`src/rtl/cla_nibble_sequencer.sv`:
```
// ============================================================================
// cla_nibble_sequencer : nibble-serial add/subtract driving a shared 4-bit CLA
// Revision: 1.0
// ============================================================================
`default_nettype none

module cla_nibble_sequencer #(
  parameter int WIDTH   = 32,
  parameter int NIBBLES = WIDTH / 4
) (
  input  logic             clk,
  input  logic             reset,
  input  logic             start,
  input  logic             op,
  input  logic [WIDTH-1:0] a,
  input  logic [WIDTH-1:0] b,
  output logic             busy,
  output logic             done,
  output logic [WIDTH-1:0] result,
  output logic             carry_out,
  output logic             overflow,
  output logic [3:0]       slice_a,
  output logic [3:0]       slice_b,
  output logic             slice_cin,
  input  logic [3:0]       slice_sum,
  input  logic             slice_cout
);

  localparam int IDXW = (NIBBLES > 1) ? $clog2(NIBBLES) : 1;
  localparam logic [IDXW-1:0] LAST_IDX = IDXW'(NIBBLES - 1);

  typedef enum logic [1:0] {
    S_IDLE = 2'd0,
    S_RUN  = 2'd1,
    S_DONE = 2'd2
  } state_t;

  state_t            state_q, state_d;
  logic [WIDTH-1:0]  op_a_q, op_a_d;
  logic [WIDTH-1:0]  op_b_q, op_b_d;
  logic              carry_q, carry_d;
  logic [IDXW-1:0]   idx_q, idx_d;
  logic [WIDTH-1:0]  result_q, result_d;
  logic              carry_out_q, carry_out_d;
  logic              overflow_q, overflow_d;
  logic [IDXW+1:0]   nib_base;

  assign nib_base = {idx_q, 2'b00};

  always_ff @(posedge clk) begin
    if (reset) begin
      state_q     <= S_IDLE;
      op_a_q      <= '0;
      op_b_q      <= '0;
      carry_q     <= 1'b0;
      idx_q       <= '0;
      result_q    <= '0;
      carry_out_q <= 1'b0;
      overflow_q  <= 1'b0;
    end else begin
      state_q     <= state_d;
      op_a_q      <= op_a_d;
      op_b_q      <= op_b_d;
      carry_q     <= carry_d;
      idx_q       <= idx_d;
      result_q    <= result_d;
      carry_out_q <= carry_out_d;
      overflow_q  <= overflow_d;
    end
  end

  always_comb begin
    state_d     = state_q;
    op_a_d      = op_a_q;
    op_b_d      = op_b_q;
    carry_d     = carry_q;
    idx_d       = idx_q;
    result_d    = result_q;
    carry_out_d = carry_out_q;
    overflow_d  = overflow_q;
    slice_a     = 4'h0;
    slice_b     = 4'h0;
    slice_cin   = 1'b0;

    case (state_q)
      S_IDLE, S_DONE: begin
        if (start) begin
          // Subtract is a + ~b + 1: invert B once here, seed carry with op.
          op_a_d      = a;
          op_b_d      = op ? ~b : b;
          carry_d     = op;
          idx_d       = '0;
          result_d    = '0;
          carry_out_d = 1'b0;
          overflow_d  = 1'b0;
          state_d     = S_RUN;
        end else if (state_q == S_DONE) begin
          state_d = S_IDLE;
        end
      end
      S_RUN: begin
        slice_a   = op_a_q[nib_base +: 4];
        slice_b   = op_b_q[nib_base +: 4];
        slice_cin = carry_q;
        result_d[nib_base +: 4] = slice_sum;
        carry_d   = slice_cout;
        idx_d     = idx_q + 1'b1;
        if (idx_q == LAST_IDX) begin
          carry_out_d = slice_cout;
          overflow_d  = (op_a_q[WIDTH-1] == op_b_q[WIDTH-1]) &&
                        (slice_sum[3] != op_a_q[WIDTH-1]);
          idx_d       = '0;
          state_d     = S_DONE;
        end
      end
      default: state_d = S_IDLE;
    endcase
  end

  assign busy      = (state_q == S_RUN);
  assign done      = (state_q == S_DONE);
  assign result    = result_q;
  assign carry_out = carry_out_q;
  assign overflow  = overflow_q;

endmodule

`default_nettype wire

```
`config.mk`:
```
export PLATFORM = sky130hd
export DESIGN_NAME = cla_nibble_sequencer
export DESIGN_NICKNAME = d
export VERILOG_FILES = /design/src/rtl/cla_nibble_sequencer.sv
export SDC_FILE = /design/constraint.sdc
export NUM_CORES = 1
export LEC_CHECK = 0
export ABC_AREA = 1
export BUFFER_PORTS_ARGS = -buffer_cell sky130_fd_sc_hd__buf_4
export CORE_MARGIN = 2
export CORE_UTILIZATION = 35
export CTS_CLUSTER_SIZE = 24
export DETAILED_ROUTE_END_ITERATION = 10
export SLEW_MARGIN = 30
export SYNTH_ARGS = -nofsm -noshare
export SYNTH_HDL_FRONTEND = slang
export SYNTH_SLANG_ARGS = --single-unit
```
`constraint.sdc`:
```
create_clock -name clk -period 2.25 [get_ports clk]
set_input_delay 0.1125 -clock clk [delete_from_list [all_inputs] [get_ports clk]]
set_output_delay 0.1125 -clock clk [all_outputs]
set_load 0.05 [all_outputs]
```
==> flow_summary.toml <==
[worst_setup_path]
critPathTopFamily = "buffers and inverters"
cp-end-kind = "primary output"
cpMaxStageDelayCell = "buf_4"
critPathMaxStageDelay_ps = 420
setup.worst_path.start_class = "flip-flop"
crit_required_ps = 2140
worstPathArrival_ps = 1980
crit_buf_inv = 2
crit_type = "reg2out"
crit_fanout = 45
cp_cell_sequence = "buf_4 -> o21ai_0 -> o21ai_0 -> a21oi_1 -> nor2_1 -> buf_4"

[placed_design]
gp_congestion = 0.833
placed_area_mm2 = 0.00586
port_buffers = 117
hpwlAfterDp_um = 9290
dp_slack_ps = 462

[finish]
area_growth_pct = 26.9
mostFrequentLayoutCell = "buf_4"
nNetsFinal = 842
multi_input_area_mm2 = 0.00248
fin_area_mm2 = 0.00619
drive_gt1_frac = 0.211
regArea_mm2 = 0.00208
mostFrequentLayoutCells = "buf_4 (122), nor2_1 (119), dfxtp_1 (104)"
n_antenna_cell = 0
fill_cells = 1442

[synthesis]
syn_nets = 752
synth_seq_cells = 104
synth_flop_cell = "dfxtp_1"
seq_area_frac_synth = 0.427
synth_top_area_frac = 0.427
synth_edf_count = 0
synth_area_leaders = "dfxtp_1 (43%), nor2_1 (9.2%), o21ai_0 (9.0%)"
synth.cell_area_mm2 = 0.00488
yosys.cell_types.count = 24
syn_area_per_cell_um2 = 7.27
synth-async-reset-ratio = 0
yosys_warnings = 0
yosys.area.top_type = "dfxtp_1"
synth_cells = 671

[detailed_routing]
drt_iter0_drc = 252
post-route-drc-count = 0
routed_via_density = 4.92
vias = 4651
ant_nets = 0
drt_pass1_iterations = 5
routed_wl_um = 13400
wl_per_cell_um = 14.1

[flow_run]
cap_viol_max_count = 0

[sta]
fin_hold_ws_ps = 13.1
skew_ps = 7.55
slew_headroom = 0.633
setup_viol = 0
max_freq_ghz = 0.479
rsz0062_at_grt = "no"
fin_crit_ps = 2090
finalHoldViolCount = 0
drv_slew = 0
worst_slack_ps = 162
fin_setup_tns_ps = 0
period_share = 0.928
tightest_slew_ps = 549

[clock_tree]
htree_levels = 3
cts_hold_buf = 0
insertion_delay_ps = 350
numCtsBuffers = 9
cts_tree = "built"
cts_buffer_depth = 2
clkTransAtPathRegs_ps = 70
cts_setup_buffers = 0
cts_sinks = 104
root_buffer = "clkbuf_16"
post_cts_resize_count = 0

[pwr]
power_density_mw_per_mm2 = 725
irDropWorstVdd_uv = 486
power_mw = 4.48
p_leak_nw = 2.46

[die]
die_w_um = 122
dieArea_mm2 = 0.0149
start_util = 0.355
die_height_um = 122
core_mm2 = 0.0137
io_pins = 118
row_count = 43

[global_routing]
grt_pass1_wl_um = 21400
track_usage = 0.182
grt_overflow = 0
grt_pass1_vias = 4418
antenna_found_initial = 0
grt_max_degree = 97

[status]
status = "finished clean"

[min_path]
hold_path_class = "in2reg"
routing by layer:
| layer | share of wire | vias to the layer above | global-route usage |
|---|---|---|---|
| met4 | 0.014 | 0 | 0.0596 |
| met3 | 0.044 | 14 | 0.0290 |
| met1 | 0.48 | 2124 | 0.246 |
| li1 | - | 2402 | - |
| met2 | 0.46 | 111 | 0.296 |
| met5 | 0 | - | 0 |
registers in the layout, indices dropped and copies added, names as in the netlist:
signal,count
carry_out,1
carry_q,1
idx_q,3
op_a_q,32
op_b_q,32
overflow,1
result,32
state_q,2
worst min-delay path: cells and delay by family:
family	cells	cell delay, ps
compound gates	1	70
simple gates	1	70
buf+inv	1	70
through the flow:
| stage | util | instances |
|---|---|---|
| floorplan | - | 671 |
| global placement | 0.427 | 930 |
| detailed placement | 0.427 | 930 |
| CTS | 0.451 | 946 |
| global route | 0.451 | 946 |
| finish | 0.451 | 946 |
report_power, final:
part / switching, mW / total [mW] / leakage [nW] / internal, mW
clock network: 0.709 / 1.72 / 0.163 / 1.01
logic: 0.470 / 0.758 / 1.45 / 0.288
registers: 0.0542 / 2.01 / 0.854 / 1.95
final timing paths:
kind | from | to | slack, ps | cells past startpoint
setup / recovery | idx_q[0]$_SDFFE_PP0P_ | slice_b[0] | 160 | 6
hold / removal | a[24] | op_a_q[24]$_SDFFE_PP0P_ | 10 | 3
setup reg to reg | idx_q[0]$_SDFFE_PP0P_ | result[18]$_SDFFE_PP0P_ | 430 | 8
hold reg to reg | op_a_q[22]$_SDFFE_PP0P_ | op_a_q[22]$_SDFFE_PP0P_ | 480 | 2
kinds of logic after synthesis:
group,share of synthesized area
xor gates and xnor gates,0.0575
and+or+nand+nor,0.238
adders and majority gates,0.0205
buffers and inverters,0.0652
AOI/OAI and AO/OA,0.192
DFF,0.427
synthesized netlist by cell type, types with 10 or more instances:
cell	count
nand3_1	51
xnor2_1	32
clkbuf_1	21
buf_2	19
nor2_1	119
dfxtp_1	104
a21oi_1	82
nand2_1	76
o21ai_0	88
nor2_2	10
inv_1	20
area by class of cell:
cell class	count	area share
Tap cell	180	0.0364
Clock buffer	10	0.0386
Multi-Input combinational cell	495	0.400
Clock inverter	6	0.0148
Sequential cell	104	0.337
Timing Repair Buffer	125	0.158
Inverter	26	0.0158
No activity file was read; power rests on OpenSTA's default activity.
